**src/rtl/io_pkg.sv**
```systemverilog
// Shared definitions for the board input conditioning block: channel
// state encoding and the number of switch and button channels.
package io_pkg;

  typedef enum logic {
    IDLE  = 1'b0,
    CHECK = 1'b1
  } chanState_t;

  localparam int SW_BITS  = 18;
  localparam int BTN_BITS = 4;

endpackage

```
**src/rtl/debounce_bit.sv**
```systemverilog
// One input channel: 2-flop synchronizer, optional inversion, and an
// IDLE/CHECK debounce FSM that only flips the stable bit after a full run.
module debounce_bit
  import io_pkg::*;
#(
  parameter int DEBOUNCE_CYCLES = 4,
  parameter bit INVERT          = 1'b0
) (
  input  logic clk_i,
  input  logic rst_i,
  input  logic raw_i,
  output logic stable_o,
  output logic rise_o
);

  localparam int            CW      = $clog2(DEBOUNCE_CYCLES);
  localparam logic [CW-1:0] CNT_MAX = CW'(DEBOUNCE_CYCLES - 1);
  localparam logic [CW-1:0] CNT_ONE = CW'(1);

  logic          r_sync1;
  logic          r_sync2;
  chanState_t    r_state;
  logic [CW-1:0] r_cnt;
  logic          r_stable;
  logic          r_rise;

  chanState_t    w_nextState;
  logic [CW-1:0] w_nextCnt;
  logic          w_level;
  logic          w_toggle;

  // Synchronizers reset to the "released" level so reset looks like no input.
  always_ff @(posedge clk_i or posedge rst_i) begin
    if (rst_i) begin
      r_sync1 <= INVERT;
      r_sync2 <= INVERT;
    end else begin
      r_sync1 <= raw_i;
      r_sync2 <= r_sync1;
    end
  end

  assign w_level = r_sync2 ^ INVERT;

  always_ff @(posedge clk_i or posedge rst_i) begin
    if (rst_i) begin
      r_state  <= IDLE;
      r_cnt    <= '0;
      r_stable <= 1'b0;
      r_rise   <= 1'b0;
    end else begin
      r_state  <= w_nextState;
      r_cnt    <= w_nextCnt;
      r_stable <= r_stable ^ w_toggle;
      r_rise   <= w_toggle & ~r_stable;
    end
  end

  always_comb begin
    w_nextState = r_state;
    w_nextCnt   = r_cnt;
    case (r_state)
      IDLE: begin
        if (w_level != r_stable) begin
          w_nextState = CHECK;
          w_nextCnt   = CNT_ONE;
        end else begin
          w_nextCnt   = '0;
        end
      end
      CHECK: begin
        // Counter never passes CNT_MAX: that cycle leaves CHECK instead.
        if (w_level == r_stable || r_cnt == CNT_MAX) begin
          w_nextState = IDLE;
          w_nextCnt   = '0;
        end else begin
          w_nextCnt   = r_cnt + CNT_ONE;
        end
      end
      default: begin
        w_nextState = IDLE;
        w_nextCnt   = '0;
      end
    endcase
  end

  always_comb begin
    w_toggle = 1'b0;
    if (r_state == CHECK && w_level != r_stable && r_cnt == CNT_MAX)
      w_toggle = 1'b1;
  end

  assign stable_o = r_stable;
  assign rise_o   = r_rise;

endmodule

```
**src/rtl/io_input_cond.sv**
```systemverilog
// Debounces the board switches and active-low push-buttons into 32-bit
// active-high words for the load/store unit, plus per-button press pulses.
module io_input_cond
  import io_pkg::*;
#(
  parameter int DEBOUNCE_CYCLES = 4
) (
  input  logic                clk_i,
  input  logic                rst_i,
  input  logic [SW_BITS-1:0]  sw_raw_i,
  input  logic [BTN_BITS-1:0] btn_n_raw_i,
  output logic [31:0]         io_sw_o,
  output logic [31:0]         io_btn_o,
  output logic [BTN_BITS-1:0] btn_press_o
);

  logic [SW_BITS-1:0]  w_swStable;
  logic [SW_BITS-1:0]  w_swRise;
  logic [BTN_BITS-1:0] w_btnStable;
  logic [BTN_BITS-1:0] w_btnRise;
  logic                w_unusedSwRise;

  for (genvar gi = 0; gi < SW_BITS; gi++) begin : g_sw
    debounce_bit #(
      .DEBOUNCE_CYCLES(DEBOUNCE_CYCLES),
      .INVERT         (1'b0)
    ) u_deb (
      .clk_i   (clk_i),
      .rst_i   (rst_i),
      .raw_i   (sw_raw_i[gi]),
      .stable_o(w_swStable[gi]),
      .rise_o  (w_swRise[gi])
    );
  end

  // Buttons are active-low on the board; inversion happens after the synchronizer.
  for (genvar gi = 0; gi < BTN_BITS; gi++) begin : g_btn
    debounce_bit #(
      .DEBOUNCE_CYCLES(DEBOUNCE_CYCLES),
      .INVERT         (1'b1)
    ) u_deb (
      .clk_i   (clk_i),
      .rst_i   (rst_i),
      .raw_i   (btn_n_raw_i[gi]),
      .stable_o(w_btnStable[gi]),
      .rise_o  (w_btnRise[gi])
    );
  end

  assign w_unusedSwRise = ^w_swRise;

  assign io_sw_o     = {{(32 - SW_BITS){1'b0}}, w_swStable};
  assign io_btn_o    = {{(32 - BTN_BITS){1'b0}}, w_btnStable};
  assign btn_press_o = w_btnRise;

endmodule

```
**config.mk**
```make
export PLATFORM = sky130hd
export DESIGN_NAME = io_input_cond
export DESIGN_NICKNAME = d
export VERILOG_FILES = /design/src/rtl/io_pkg.sv /design/src/rtl/debounce_bit.sv /design/src/rtl/io_input_cond.sv
export SDC_FILE = /design/constraint.sdc
export NUM_CORES = 1
export LEC_CHECK = 0
export BUFFER_PORTS_ARGS = -buffer_cell sky130_fd_sc_hd__buf_2
export CORE_MARGIN = 2
export CORE_UTILIZATION = 50
export DETAILED_ROUTE_END_ITERATION = 6
export GPL_TIMING_DRIVEN = 0
export PLACE_DENSITY = 0.84
export SLEW_MARGIN = 0
export SYNTH_ARGS = -nofsm -noshare
export SYNTH_HDL_FRONTEND = slang
export SYNTH_SLANG_ARGS = --single-unit
```
**constraint.sdc**
```tcl
create_clock -name clk_i -period 5.3 [get_ports clk_i]
set_clock_uncertainty 0.1 [all_clocks]
set_input_delay 0.265 -clock clk_i [delete_from_list [all_inputs] [get_ports clk_i]]
set_output_delay 0.265 -clock clk_i [all_outputs]
set_load 0.05 [all_outputs]
```
# Word-level counts from Yosys, hierarchy flattened
# Cells that the tools add are included.
# word_totals
ff_bits	136
inputBits	24
output_inout_bits	68
wordCells	478
# op_classes
addsub	22
eq_ne	66
mux	154
n_bitwise	56
reduce_logical	66
# ops
cell	count
1-bit two-way mux	88
2-bit one-hot mux with 2 select lines	22
2-bit by 1-bit adder with 2-bit output (second input constant)	22
2-bit equality test (second input constant)	22
1-bit logical AND	44
2-bit two-way mux	22
1-bit one-hot mux with 2 select lines	22
1-bit NOT	30
1-bit equality test	22
1-bit logical OR	22
1-bit inequality test	22
1-bit XOR	22
1-bit bitwise AND	4

# Depth between registers and ports, before layout
# Gate-level depths: netlist of run 1.
# logic_depth
word_depth	6
depth_mapped	5
depth_no_buf	5

# Cells and area by module
# A second synthesis of run 1 with hierarchy kept.
# hier_totals
cells_unflattened	483
hier_area_um2	6164.7
# by_module_without_submodules
module	instances	cells_each	area_each_um2	seq_area_each_um2
debounce_bit (g_sw[0].u_deb ...)	18	20	265.3	175.2
debounce_bit (g_btn[0].u_deb ...)	4	20	267.8	177.7
io_input_cond	1	43	319.1	0.0

# Worst setup path before layout of run 1
# Ideal clock, no wire load.
# synth_timing
path_type	reg2reg
start	register g_btn[0].u_deb.r_sync2
end	register g_btn[0].u_deb.r_stable
setup_time_ps	113
t_arrival_ps	1107
required_ps	5087
slack_ps	3980
stages_incl_launch_ff	5
path_buffers	0
synth_period_minus_slack_ps	1320
cell_sequence	dfstp_2 > xor2_1 > nor2_1 > ha_1 > inv_1
# synth_between
elab_chain_len	6
# synth_lines
element	line	source
start: declaration	debounce_bit.sv:21	logic r_sync2;
start signal: assignment	debounce_bit.sv:39	r_sync2 <= r_sync1;
1-bit NOT (no line)	--	
1-bit inequality test	debounce_bit.sv:89	if (r_state == CHECK && w_level != r_stable && r_cnt == CNT_MAX)
1-bit logical AND (2 in series)	debounce_bit.sv:89	
1-bit two-way mux	debounce_bit.sv:89	
1-bit XOR	debounce_bit.sv:54	r_stable <= r_stable ^ w_toggle;
end signal: assignment	debounce_bit.sv:54	
end: declaration	debounce_bit.sv:24	logic r_stable;
# No other way between the ends.

# Final worst setup path of run 1
# layout_timing
start	register g_sw[1].u_deb.r_stable
end	output io_sw_o[1]
# layout_lines
element	line	source
start: declaration	debounce_bit.sv:24	
start signal: assignment	debounce_bit.sv:54	
end: declaration	io_input_cond.sv:12	output logic [31:0] io_sw_o,
# No word-level cell between the ends.

==> metrics.txt, run 1 <==
H-tree levels=4; slowest cell on the critical path=dfrtp_1; post-synth top area cell=dfrtp_1; I/O pin cnt=around 90; WL final=a little over 8 mm; compound-gate portion of the synthesized area=0.05100; Yosys reg bits=136; Cell Area, Synth=~0.0054 mm2; cell count of the worst reg-to-reg path=4; Reg clk slew, reported paths=about 0.060 ns; crit-path leading delay family=flip-flops; layout cells sized above 1=0.3149; TritonRoute pass-1 iters=4; Buf/Inv on CP=2; die height=between 100 and 150 um; CTS root buf=clkbuf_8; antenna-violating nets left=0; sequential cell area fraction in the yosys report=0.6324; Area Growth Syn to Fin=27.28%; DP HPWL=between 5 and 6 mm; Crit Path Max Fanout=3; Least-Margin Pin Slew=0.5872 ns; DRC viols=0; Clock Sinks=around 140; CP Class=flip-flop to output port; CP peak stage delay=roughly 0.40 ns; hold path cells=0; WP data arrival=about 1.3 ns; Worst slew margin=0.6085; post-CTS setup buffer count=0; Skew-Pair Late Insertion Delay=approximately 0.52 ns; r2r startpoint=g_btn[1].u_deb.r_sync2$_DFF_PP1_; Post-Synth Simple-Gate Area=0.06908; Area contributors post-synth=dfrtp_1, buf_4, ha_1; Longest Clk Path Bufs=2; Total Routing Usage GR=0.1599; Max Cap Viol=0; Die X=107.9 um; PwrDens=a little over 600 mW/mm2; CP cell instances=buf_4 -> buf_2; Levels on crit path=2; Cell variety after synth=14; total congestion overflow=0; xor/xnor cell area share of the yosys netlist=0.03570; Final Hold Fails=0; hold_buf cts=23; post-synthesis mux area share=0.05007; routed via count=3099; Die Area=0.01164 mm2; R2R setup slack=between 3 and 4 ns; largest net degree at the start of global routing=72; CTS Buf Count=17; gpl congestion=about 0.69; Power Total=approximately 4.2 mW; Worst EP required=between 4 and 5 ns; f_max=about 600 MHz; Worst Hold Class=flip-flop to flip-flop; Syn Area/Cell=around 13 um2; CTS tree=yes; via-per-instance ratio=about 4.4; minimum clock period=~1.7 ns; Pleak=3.508 nW; HP Start=g_sw[13].u_deb.r_sync1$_DFF_PP0_; routed len/inst=about 12 um; nets@finish=~600; critical path startpoint category=flip-flop; Port Buf Inserts=49; Tcrit/Tclk final=0.3120; most frequent cells in the layout=dfrtp_1, buf_4, buf_2; post-synthesis adder-cell area fraction=0.06027; RSZ-0062 raised after global routing=no; crit end category=output port; Synth Warn #=0; Initial Util=0.5182; WHS Endpoint=g_sw[13].u_deb.r_sync2$_DFF_PP0_; endpoints failing setup=0; setup tns final=0 ns; FP Rows=37; n_diodes=0; Max VDD drop=approximately 0.00043 V; post-synth top area share=0.5934; core area=approximately 0.010 mm2; commonest non-fill, non-tap cell in the layout=dfrtp_1; Layout Cells excl Fill=698; post-cts sizing count=0; outcome=finished clean; initial antenna violation count=0; RR Endpoint=g_btn[1].u_deb.stable_o$_DFF_PP0_; vias in the first global route=about 3300; first-pass GRT wire length=14.15 mm; placed cell count=643; drt initial violations=99; fin. max-slew vios=0; post-synthesis cell count=between 400 and 500; combinational family with the most area after synthesis=buffers and inverters
-- worst reg2reg max path: stages (launching register included) --
cell and delay [ns]:
dfstp_2 0.53, xor2_1 0.27, nor2_1 0.09, ha_1 0.29
inv_1 0.03
-- registers in the layout (all words and copies together), names as in the netlist --
signal	flops
g_btn.u_deb.r_cnt	8
g_btn.u_deb.r_state	4
g_btn.u_deb.r_sync1	4
g_btn.u_deb.r_sync2	4
g_btn.u_deb.rise_o	4
g_btn.u_deb.stable_o	4
g_sw.u_deb.r_cnt	36
g_sw.u_deb.r_state	18
g_sw.u_deb.r_sync1	18
g_sw.u_deb.r_sync2	18
g_sw.u_deb.stable_o	18
-- routing by layer --
| layer | track usage | up-vias | routed length (um) |
|---|---|---|---|
| met5 | 0 | - | 0 |
| met4 | 0.07326 | 0 | 116 |
| met3 | 0.05690 | 10 | 346 |
| met2 | 0.2853 | 57 | 4558 |
| met1 | 0.1686 | 1505 | 3210 |
| li1 | - | 1527 | - |
-- logic make-up after synthesis --
kind of cell,count (synthesis)
buf+inv,77
simple gates,92
compound gates,44
xor+xnor,22
other cells,1
mux,18
fa+ha+maj,26
flops,136
-- report_power, final --
part	internal, mW	total [mW]	switching [mW]
logic	0.560	1.33	0.770
registers	1.39	1.64	0.254
clock network	0.813	1.24	0.429
-- how the worst max path moves through the flow --
stage                                     startpoint                                 to  slack [ns]
finish              g_sw[1].u_deb.stable_o$_DFF_PP0_                         io_sw_o[1]        3.65
global route        g_sw[3].u_deb.stable_o$_DFF_PP0_                         io_sw_o[3]        3.57
CTS                 g_sw[1].u_deb.stable_o$_DFF_PP0_                         io_sw_o[1]        3.61
detailed placement  g_btn[3].u_deb.r_sync2$_DFF_PP1_  g_btn[3].u_deb.stable_o$_DFF_PP0_        3.90
global placement                               rst_i    g_sw[8].u_deb.r_sync2$_DFF_PP0_        0.14
floorplan                                      rst_i  g_btn[0].u_deb.r_cnt[0]$_DFF_PP0_        1.31
-- layout make-up --
| class | instances | area (um2) |
|---|---|---|
| inverters | 9 | 38.79 |
| flip-flops and latches | 136 | 3413 |
| multi-input cells | 244 | 1594 |
| fillers | 745 | 3546 |
| plain buffers | 68 | 510.5 |
| well taps | 136 | 170.2 |
| clock inverters | 15 | 226.5 |
| clock buffers | 17 | 414.1 |
| repair buffers | 73 | 503.0 |
-- cell usage after synthesis (all sizes together) --
cell type and n:
a21oi 22, buf 68, conb 1, dfrtp 128
dfstp 8, ha 26, inv 9, mux2 18
nand2 44, nor2 26, nor3 22, o21a 22
xnor2 18, xor2 4
-- per-stage QoR --
step / worst slack [ns] / utilization / cell area (um2) / hold WS, ns
finish: 3.647 / 0.6596 / 6870 / 0.2499
global route: 3.569 / 0.6596 / 6870 / 0.2542
CTS: 3.610 / 0.6596 / 6870 / 0.2488
detailed placement: 3.902 / 0.5760 / 6000 / 0.2347
global placement: 0.1365 / 0.5729 / 5967 / 0.2323
floorplan: 1.309 / - / 5552 / 0.1695
Note: power is estimated with default switching activity, not from simulation.
==> run 2: changes to the inputs <==
clock period = 1.7 ns   (was 5.3 ns; I/O delays follow)
==> metrics.txt, run 2 (synthesis gave the netlist of run 1 again) <==
crit path capture=io_sw_o[15]; Worst Setup SP=g_sw[15].u_deb.stable_o$_DFF_PP0_; via-per-instance ratio=4.529 (+2.0%); slowest cell on the critical path=dfrtp_1; FF/Latch Area=0.003413 mm2 (unchanged); Longest Clk Path Bufs=2 (unchanged); routed len/inst=12.43 um (+5.4%); WL final=8.704 mm (+5.7%); Clock Sinks=136 (unchanged); R2R setup slack=0.26 ns (-3.63 ns); Reg clk slew, reported paths=0.06 ns (about the same); Pleak=3.526 nW (+0.50%); most frequent cells in the layout=dfrtp_1, buf_4, buf_2; critical path startpoint category=flip-flop; first-pass GRT wire length=14.37 mm (+1.6%); Initial Util=0.5182 (unchanged); H-tree levels=4 (unchanged); Worst Hold Class=primary input to async pin; Power Total=13.05 mW (+210%); nets@finish=601 (+0.33%); commonest non-fill, non-tap cell in the layout=dfrtp_1; post-CTS setup buffer count=0 (unchanged); CP cell instances=buf_4 -> buf_2; CP Class=flip-flop to output port; outcome=finished clean; RR Endpoint=g_btn[1].u_deb.stable_o$_DFF_PP0_; max reg flops=36 (unchanged); CTS tree=yes; CTS root buf=clkbuf_8; routed via count=3170 (+2.3%); # fillers=757 (+1.6%); endpoints failing setup=0 (unchanged); largest net degree at the start of global routing=46 (-36%); Die Area=0.01164 mm2 (unchanged); total congestion overflow=0 (unchanged); minimum clock period=roughly 1.5 ns; n_diodes=0 (unchanged); Total Routing Usage GR=0.1657 (+0.005831); Max Cap Viol=0 (unchanged); Skew-Pair Late Insertion Delay=0.52 ns (about the same); layout cells sized above 1=0.3156 (+0.0006562); RSZ-0062 raised after global routing=no; I/O pin cnt=92 (unchanged); hold slack final=0.04824 ns (-0.2017 ns); core area=0.01042 mm2 (unchanged); initial antenna violation count=0 (unchanged); Die X=107.9 um (unchanged); DP HPWL=5.691 mm (+3.9%); fin. max-slew vios=0 (unchanged); Max VDD drop=0.001297 V (+200%); WP data arrival=1.31 ns (+0.02 ns); PwrDens=1897 mW/mm2 (+210%); largest register by flop count=g_sw.u_deb.r_cnt; f_max=668.9 MHz; die height=107.9 um (unchanged); Worst EP required=1.51 ns (-3.42 ns); cell count of the worst reg-to-reg path=4 (unchanged); vias in the first global route=3310 (+1.7%); drt initial violations=100 (+1.0%); multi-input logic area=0.001594 mm2 (unchanged); r2r startpoint=g_btn[1].u_deb.r_sync2$_DFF_PP1_; Final Util=0.6602 (about the same); Final Hold Fails=0 (unchanged); DRC viols=0 (unchanged); crit end category=output port; gpl congestion=0.6916 (-0.13%); CTS Buf Count=17 (unchanged); Crit Path Max Fanout=3 (unchanged); TritonRoute pass-1 iters=4 (unchanged); Tcrit/Tclk final=0.8794; Port Buf Inserts=49 (unchanged); antenna-violating nets left=0 (unchanged); Area Growth Syn to Fin=27.40% (about the same); FP Rows=37 (unchanged); CP peak stage delay=0.42 ns (+0.02 ns)
run 2: cell types whose count changed in the layout (fill, tap and decap cells not counted):
cell,previous run,this run
clkbuf_8,1,7
clkinv_4,4,0
buf_12,0,3
clkinv_2,2,5
bufinv_16,5,3
clkinvlp_4,3,1
inv_6,2,0
buf_16,1,0
clkbuf_1,0,1
run 2: worst min path at each step:
stage / from / slack, ns / depth (start not counted) / to
6_report: rst_i / 0.05 / 3 / g_sw[14].u_deb.r_sync1$_DFF_PP0_
5_1_grt: rst_i / 0.06 / 3 / g_sw[14].u_deb.r_sync1$_DFF_PP0_
4_1_cts: rst_i / 0.006 / 3 / g_sw[14].u_deb.r_sync1$_DFF_PP0_
3_5_place_dp: rst_i / 0.03 / 2 / g_sw[14].u_deb.r_sync1$_DFF_PP0_
3_3_place_gp: btn_n_raw_i[0] / 0.09 / 1 / g_btn[0].u_deb.r_sync1$_DFF_PP1_
2_1_floorplan: btn_n_raw_i[0] / -0.01 / 0 / g_btn[0].u_deb.r_sync1$_DFF_PP1_
run 2: per-layer routing:
metal	vias up	GRT usage	wire [um]
met2	64	0.2934	4803
met1	1557	0.1713	3344
met4	0	0.09249	217
li1	1530	-	-
met3	19	0.05630	338
met5	-	0	0
run 2: area by class of cell:
cell class                 count  share of cell area
timing repair buffer          75             0.07787
inverter                       9            0.005459
sequential                   136              0.4964
multi-input combinational    244              0.2318
buffer                        68             0.07424
clock inverter                 8             0.01674
tap                          136             0.02475
clock buffer                  24             0.07278
run 2: stage by stage:
step	instance area, um2	setup WS (ns)	instances	setup TNS (ns)
floorplan	5555	-0.1716	457	-21.97
global placement	5971	-0.8315	642	-107.89
detailed placement	6031	0.2649	645	0
CTS	6877	0.1633	700	0
global route	6877	0.1487	700	0
finish	6877	0.2050	700	0
run 2: worst max-delay path, delay by kind of cell (launching register included):
family | cells | cell delay, ns
flip-flops | 1 | 0.42
buffers and inverters | 2 | 0.37
run 2: repair_timing:
action | 4_1_cts | 5_1_grt
endpoints found under the hold margin | 107 | 0
hold buffers | 23 | 0
gates resized for setup | 0 | 0
run 2: report_power, final:
part | switching (mW) | total [mW] | internal, mW
registers | 0.812 | 5.14 | 4.33
logic | 2.39 | 4.15 | 1.75
clock network | 1.30 | 3.76 | 2.46
